===== config.mk =====
export PLATFORM = sky130hd
export DESIGN_NAME = multicycle_ctrl
export DESIGN_NICKNAME = d
export VERILOG_FILES = /design/src/rtl/multicycle_ctrl_pkg.sv /design/src/rtl/multicycle_ctrl_cond_eval.sv /design/src/rtl/multicycle_ctrl.sv
export SDC_FILE = /design/constraint.sdc
export NUM_CORES = 1
export LEC_CHECK = 0
export CELL_PAD_IN_SITES_DETAIL_PLACEMENT = 1
export CELL_PAD_IN_SITES_GLOBAL_PLACEMENT = 2
export CORE_ASPECT_RATIO = 1.4
export CORE_UTILIZATION = 27
export DETAILED_ROUTE_END_ITERATION = 10
export GPL_TIMING_DRIVEN = 0
export PLACE_DENSITY_LB_ADDON = 0.1
export SLEW_MARGIN = 20
export SYNTH_ARGS = -nofsm -noshare
export SYNTH_HDL_FRONTEND = slang
export SYNTH_HIERARCHICAL = 1
export SYNTH_SLANG_ARGS = --single-unit

===== constraint.sdc =====
create_clock -name clk -period 2.4 [get_ports clk]
set_input_delay 0.36 -clock clk [delete_from_list [all_inputs] [get_ports clk]]
set_output_delay 0.36 -clock clk [all_outputs]
set_load 0.03 [all_outputs]

===== src/rtl/multicycle_ctrl_pkg.sv =====
// multicycle_ctrl_pkg: shared encodings for the multicycle control unit.
// Holds opcode values, FSM state encoding, branch condition codes and
// ALU function codes, plus small decode helpers used by the controller.
package multicycle_ctrl_pkg;

    localparam int OPC_W = 5;

    // Major opcodes carried in IR[15:11]
    localparam logic [OPC_W-1:0] OP_ALU = 5'b00000;
    localparam logic [OPC_W-1:0] OP_CMP = 5'b00001;
    localparam logic [OPC_W-1:0] OP_LHI = 5'b00010;
    localparam logic [OPC_W-1:0] OP_LLI = 5'b00011;
    localparam logic [OPC_W-1:0] OP_LDR = 5'b00100;
    localparam logic [OPC_W-1:0] OP_STR = 5'b00101;
    localparam logic [OPC_W-1:0] OP_BCC = 5'b00110;
    localparam logic [OPC_W-1:0] OP_NOP = 5'b00111;

    typedef enum logic [2:0] {
        S_IDLE   = 3'd0,
        S_FETCH  = 3'd1,
        S_DECODE = 3'd2,
        S_EXE    = 3'd3,
        S_MEM    = 3'd4,
        S_WB     = 3'd5,
        S_HALT   = 3'd6
    } state_t;

    // Branch conditions carried in IR[10:8]
    localparam logic [2:0] COND_AL = 3'b000;
    localparam logic [2:0] COND_EQ = 3'b001;
    localparam logic [2:0] COND_NE = 3'b010;
    localparam logic [2:0] COND_CS = 3'b011;
    localparam logic [2:0] COND_CC = 3'b100;
    localparam logic [2:0] COND_MI = 3'b101;
    localparam logic [2:0] COND_PL = 3'b110;
    localparam logic [2:0] COND_NV = 3'b111;

    // ALU function field carried in IR[1:0] of the ALU opcode
    localparam logic [1:0] FN_ADD = 2'b00;
    localparam logic [1:0] FN_ADC = 2'b01;
    localparam logic [1:0] FN_SUB = 2'b10;
    localparam logic [1:0] FN_SBC = 2'b11;

    // Subtracting functions drive ALUop high
    function automatic logic fn_is_sub(input logic [1:0] fn);
        return (fn == FN_SUB) || (fn == FN_SBC);
    endfunction

    // Carry-chained functions feed PSW carry into the ALU
    function automatic logic fn_uses_carry(input logic [1:0] fn);
        return (fn == FN_ADC) || (fn == FN_SBC);
    endfunction

    // Only the lower eight opcodes are defined
    function automatic logic op_is_legal(input logic [OPC_W-1:0] op);
        return op[4:3] == 2'b00;
    endfunction

    // STR needs Rd as store data, LHI needs Rd to merge its low byte
    function automatic logic op_reads_rd(input logic [OPC_W-1:0] op);
        return (op == OP_STR) || (op == OP_LHI);
    endfunction

endpackage


===== src/rtl/multicycle_ctrl_cond_eval.sv =====
// mc_cond_eval: combinational branch-condition evaluator.
// Maps a 3-bit condition code and the N/Z/C flags to a taken indication.
module mc_cond_eval
    import multicycle_ctrl_pkg::*;
(
    input  logic [2:0] cond,
    input  logic       flag_n,
    input  logic       flag_z,
    input  logic       flag_c,
    output logic       taken
);

    // Select the flag test named by the condition code
    always_comb begin
        taken = 1'b0;
        case (cond)
            COND_AL: taken = 1'b1;
            COND_EQ: taken = flag_z;
            COND_NE: taken = ~flag_z;
            COND_CS: taken = flag_c;
            COND_CC: taken = ~flag_c;
            COND_MI: taken = flag_n;
            COND_PL: taken = ~flag_n;
            COND_NV: taken = 1'b0;
            default: taken = 1'b0;
        endcase
    end

endmodule


===== src/rtl/multicycle_ctrl.sv =====
// multicycle_ctrl: FETCH/DECODE/EXE/MEM/WB control unit for the RF+ALU datapath.
// Owns the instruction register, the PSW {N,Z,C} and the memory handshake.
// Outputs are Moore-decoded from the registered state and IR; only pc_write
// during fetch follows mem_ready directly. Every output reads 0 while Reset
// is high so an interrupted access is dropped immediately.
// Build option: define MULTICYCLE_CTRL_TRAP_EN to trap opcodes 01000-11111
// into a sticky halt state; without it they behave as NOP and halt is 0.
module multicycle_ctrl
    import multicycle_ctrl_pkg::*;
#(
    parameter int INS_W    = 16,
    parameter int WAIT_MAX = 15
) (
    input  logic             clk,
    input  logic             Reset,
    input  logic [INS_W-1:0] mem_rdata,
    input  logic             mem_ready,
    input  logic             N,
    input  logic             Z,
    input  logic             C,
    output logic             mem_req,
    output logic             mem_we,
    output logic             mem_isfetch,
    output logic             pc_write,
    output logic             pc_branch,
    output logic [10:0]      Ins,
    output logic             WBRF,
    output logic             WBresource,
    output logic             RBresource,
    output logic             OprandB,
    output logic             LI,
    output logic             ALUop,
    output logic             Flag,
    output logic             PSW_C,
    output logic             mem_err,
    output logic             halt
);

    localparam int WCW = $clog2(WAIT_MAX + 1);
    // Last wait count that is still tolerated; one more miss raises mem_err
    localparam logic [WCW-1:0] WAIT_LAST = WCW'(WAIT_MAX - 1);

    state_t           state;
    logic [INS_W-1:0] ir;
    logic [2:0]       psw;
    logic [WCW-1:0]   wait_cnt;
    logic             mem_err_q;
`ifdef MULTICYCLE_CTRL_TRAP_EN
    logic             halt_q;
`endif

    logic [OPC_W-1:0] opcode;
    logic [1:0]       alu_fn;
    logic             cond_taken;

    assign opcode = ir[INS_W-1 -: OPC_W];
    assign alu_fn = ir[1:0];

    // Branch condition is judged against the committed PSW, not live ALU flags
    mc_cond_eval u_cond_eval (
        .cond   (ir[10:8]),
        .flag_n (psw[2]),
        .flag_z (psw[1]),
        .flag_c (psw[0]),
        .taken  (cond_taken)
    );

    // State sequencing, IR capture, PSW update and memory wait supervision
    always_ff @(posedge clk) begin
        if (Reset) begin
            state     <= S_IDLE;
            ir        <= '0;
            psw       <= 3'b000;
            wait_cnt  <= '0;
            mem_err_q <= 1'b0;
`ifdef MULTICYCLE_CTRL_TRAP_EN
            halt_q    <= 1'b0;
`endif
        end else begin
            case (state)
                S_IDLE: begin
                    wait_cnt <= '0;
                    state    <= S_FETCH;
                end

                S_FETCH: begin
                    if (mem_ready) begin
                        ir       <= mem_rdata;
                        wait_cnt <= '0;
                        state    <= S_DECODE;
                    end else if (wait_cnt == WAIT_LAST) begin
                        mem_err_q <= 1'b1;
                        wait_cnt  <= '0;
                        state     <= S_IDLE;
                    end else begin
                        wait_cnt <= wait_cnt + WCW'(1);
                    end
                end

                S_DECODE: begin
                    if (!op_is_legal(opcode)) begin
`ifdef MULTICYCLE_CTRL_TRAP_EN
                        halt_q <= 1'b1;
                        state  <= S_HALT;
`else
                        state  <= S_FETCH;
`endif
                    end else if (opcode == OP_NOP) begin
                        state <= S_FETCH;
                    end else begin
                        state <= S_EXE;
                    end
                end

                S_EXE: begin
                    if ((opcode == OP_ALU) || (opcode == OP_CMP)) begin
                        psw <= {N, Z, C};
                    end
                    case (opcode)
                        OP_LDR, OP_STR: state <= S_MEM;
                        OP_CMP, OP_BCC: state <= S_FETCH;
                        default:        state <= S_WB;
                    endcase
                end

                S_MEM: begin
                    if (mem_ready) begin
                        wait_cnt <= '0;
                        state    <= (opcode == OP_LDR) ? S_WB : S_FETCH;
                    end else if (wait_cnt == WAIT_LAST) begin
                        mem_err_q <= 1'b1;
                        wait_cnt  <= '0;
                        state     <= S_IDLE;
                    end else begin
                        wait_cnt <= wait_cnt + WCW'(1);
                    end
                end

                S_WB: begin
                    state <= S_FETCH;
                end

                S_HALT: begin
                    state <= S_HALT;
                end

                default: begin
                    state <= S_IDLE;
                end
            endcase
        end
    end

    // Moore control decode from state and IR, forced quiet while Reset is high
    always_comb begin
        mem_req     = 1'b0;
        mem_we      = 1'b0;
        mem_isfetch = 1'b0;
        pc_write    = 1'b0;
        pc_branch   = 1'b0;
        Ins         = ir[10:0];
        WBRF        = 1'b0;
        WBresource  = 1'b0;
        RBresource  = 1'b0;
        OprandB     = 1'b0;
        LI          = 1'b0;
        ALUop       = 1'b0;
        Flag        = 1'b0;
        PSW_C       = psw[0];
        mem_err     = mem_err_q;
`ifdef MULTICYCLE_CTRL_TRAP_EN
        halt        = halt_q;
`else
        halt        = 1'b0;
`endif

        case (state)
            S_FETCH: begin
                mem_req     = 1'b1;
                mem_isfetch = 1'b1;
                pc_write    = mem_ready;
            end

            S_DECODE: begin
                RBresource = op_reads_rd(opcode);
            end

            S_EXE: begin
                RBresource = op_reads_rd(opcode);
                case (opcode)
                    OP_ALU: begin
                        ALUop = fn_is_sub(alu_fn);
                        Flag  = fn_uses_carry(alu_fn);
                    end
                    OP_CMP: begin
                        ALUop = 1'b1;
                    end
                    OP_LDR, OP_STR: begin
                        OprandB = 1'b1;
                    end
                    OP_BCC: begin
                        pc_write  = cond_taken;
                        pc_branch = cond_taken;
                    end
                    default: begin
                    end
                endcase
            end

            S_MEM: begin
                mem_req    = 1'b1;
                mem_we     = (opcode == OP_STR);
                RBresource = op_reads_rd(opcode);
            end

            S_WB: begin
                WBRF       = 1'b1;
                WBresource = (opcode == OP_LDR);
                LI         = (opcode == OP_LHI);
                RBresource = op_reads_rd(opcode);
            end

            S_HALT: begin
                Ins = '0;
            end

            default: begin
            end
        endcase

        if (Reset) begin
            mem_req     = 1'b0;
            mem_we      = 1'b0;
            mem_isfetch = 1'b0;
            pc_write    = 1'b0;
            pc_branch   = 1'b0;
            Ins         = '0;
            WBRF        = 1'b0;
            WBresource  = 1'b0;
            RBresource  = 1'b0;
            OprandB     = 1'b0;
            LI          = 1'b0;
            ALUop       = 1'b0;
            Flag        = 1'b0;
            PSW_C       = 1'b0;
            mem_err     = 1'b0;
            halt        = 1'b0;
        end
    end

endmodule

==> impl_results.md <==
- Netlist cell types: 44
- Post-DP HPWL: 3320 µm
- Vias in the first global route: around 1500
- Worst Max-Slew Pin Slew: ~500 ps
- Switch share: 29.3%
- Chip height: 90.3 µm
- Rows: 31
- Most common library cell in the layout ignoring fill and taps: nand2_1
- Mapped cell area: around 0.0015 mm²
- Starting density of the core: 28.5%
- Layout cells sized above 1: around 14%
- Internal Power: 0.000682 W
- CP Capture Type: output pin
- # Post-CTS Setup Buffers: 0
- Status: finished clean
- Largest net degree at the start of global routing: 15
- Clock buffer depth: 2
- Clock Latency Late Sink: about 280 ps
- # fillers: just under 700
- Htree depth: 1
- Max-cap violations: 0
- Initial antenna violation count: 0
- RePlAce Congestion: 0.749
- DR vias: 1500
- Top cell type's share of synthesized area: between 30% and 40%
- Sequential area share after synthesis: 35.9%
- Post-synthesis instance total: 199
- Combinational share of power: 21.3%
- DR DRC count: 0
- Final Hold Fails: 0
- Die width: 65.1 µm
- CORE AREA: ~0.0053 mm²
- Synth area leader: dfxtp_1
- Num Clock Sinks: 27
- IO Port Bufs: 45
- All-layer global routing usage: 15.5%
- Gr ovfl total: 0
- Area contributors post-synth: dfxtp_1 (36%), nand2_1 (9.5%), a21oi_1 (7.6%)
- Critical Path RT: 2040 ps
- Post-DRT Antenna Nets: 0
- Nets: 273
- Arrival time worst endpoint: between 1500 and 2000 ps
- Net Switching: 0.000283 W
- P&R area growth vs syn: 36.8%
- WL final: 4380 µm
- Most frequent cells in the layout: nand2_1 (38), dfxtp_1 (26), clkdlybuf4s50_1 (25)
- Power Dens Cells: approximately 470 mW/mm²
- Diodes inserted: 0
- Async SR Flop Fraction: 0%
- Crit path kind: register to output pin
- Setup Skew: around 5 ps
- Fin crit period: 2280 ps
- Sequential share of power: 50.3%
- Final worst path period share: 94.9%
- First-pass GRT wire length: 7220 µm
- Syn nets: ~220
- Warnings from Yosys: 6
- Synth Area per Inst: 7.56 µm²
- RSZ-0062 raised after global routing: no
- WL/cell: 13.9 µm
- Initial drt markers: 73
- TritonCTS clock tree: done
- Clk slew on worst S/H paths: 100 ps
- Hold path cells: 2
- Worst-path maximum fanout: 10
- Num CTS Buffers: 3
- FF+latch count, synth: 27
- 1st-pass router iterations: 4
- Hold Crit Class: register to register
- Ys flop type: dfxtp_1
- CTS root buf: clkbuf_8
- Crit start category: register
- Cells on worst reg2reg path: 6
- Worst vdd ir: 311 µV
- Achievable clock frequency: 0.439 GHz
- Top Ports: between 40 and 50
- Number of synthesized flops with an enable pin: 0
- Final Max Tran Viols: 0
- Reported leakage power: 0.831 nW
- Vias/cell: 4.78
- Final Util: 39.0%
- Die footprint: 0.00588 mm²
- Clk pwr share: 28.4%
- Max transition margin: 66.6%
- Placed Cells: 310
- Non-Filler Instances: between 300 and 400
- # setup viols final: 0
## synth_stat cells (4+ instances only)
cell      count
a21oi_1      23
and2_1       13
nor2_1       16
nand2_1      38
nand2b_1      5
mux2i_1       4
nor3_1        4
nor2b_1       6
inv_1         5
clkbuf_1      4
dfxtp_1      27
buf_2         6
## area by class of cell
cell class / count / area [µm²] / share of cell area [%]
buffer: 15 / 90.1 / 4.37
clock buffer: 4 / 45.0 / 2.19
inverter: 6 / 22.5 / 1.09
multi-input combinational: 151 / 870 / 42.2
sequential: 27 / 542 / 26.3
tap: 66 / 82.6 / 4.01
timing repair buffer: 45 / 408 / 19.8
## flip-flops by register name, indices dropped and copies added, names as in the netlist
register	count
mem_err_q	1
ir	16
wait_cnt	4
psw	3
state	3
## power groups by stage
stage               registers (W)  logic, W  clock network [W]
floorplan                0.000489  0.000130                  0
global placement         0.000494  0.000211                  0
detailed placement       0.000495  0.000211                  0
CTS                      0.000485  0.000209           0.000284
global route             0.000488  0.000228           0.000310
finish                   0.000485  0.000206           0.000274
## final timing paths
check	slack, ps	endpoint	from
min reg2reg	460	ir[2]$_SDFFE_PP0N_	ir[2]$_SDFFE_PP0N_
max	120	Ins[5]	state[0]$_SDFF_PP0_
max reg2reg	770	wait_cnt[2]$_SDFFE_PP0P_	wait_cnt[0]$_SDFFE_PP0P_
min	460	ir[2]$_SDFFE_PP0N_	ir[2]$_SDFFE_PP0N_
## per-stage QoR
step | total power [W] | setup WS [ps] | hold WS, ps | cell area [µm²] | setup TNS, ps
6_report | 0.000965 | 122 | 458 | 2060 | 0
5_1_grt | 0.00103 | 1.98 | 484 | 2060 | 0
4_1_cts | 0.000978 | 5.69 | 462 | 2080 | 0
3_5_place_dp | 0.000706 | -74.5 | 447 | 2040 | -617
3_3_place_gp | 0.000704 | -64.6 | 438 | 2040 | -291
2_1_floorplan | 0.000619 | 353 | 432 | 1510 | 0
## layer usage
| layer | wire [µm] | GRT usage [%] | up-vias |
|---|---|---|---|
| met5 | 0 | 0 | - |
| met4 | 36 | 3.26 | 0 |
| met3 | 148 | 2.53 | 4 |
| met2 | 2200 | 26.7 | 30 |
| met1 | 1990 | 19.9 | 695 |
| li1 | - | - | 771 |
## logic make-up (layout without fill, tap and decap cells)
logic type | Yosys count | after routing | synth area share [%]
AO/OA/AOI/OAI | 44 | 44 | 17.9
XOR/XNOR | 1 | 1 | 0.582
adder cells (fa/ha/maj) | 2 | 2 | 1.66
buffers and inverters | 21 | 70 | 7.48
flip-flops | 27 | 27 | 35.9
multiplexers | 4 | 4 | 2.66
other | 1 | 1 | 0.249
AND/OR/NAND/NOR | 99 | 99 | 33.6
## critical path: stages (launching register included)
cell	delay, ps
dfxtp_2	410
nand2b_2	230
inv_2	40
a21oi_1	200
buf_2	250
and2_1	150
clkdlybuf4s15_1	360
## what timing repair did
action | in CTS | in global routing
gates resized for setup | 26 | 22
setup endpoints to repair | 20 | 12
cloned | 0 | 0
pin swaps | 0 | 0
hold buffers | 0 | 0
Power figures use the tool's default switching activity.
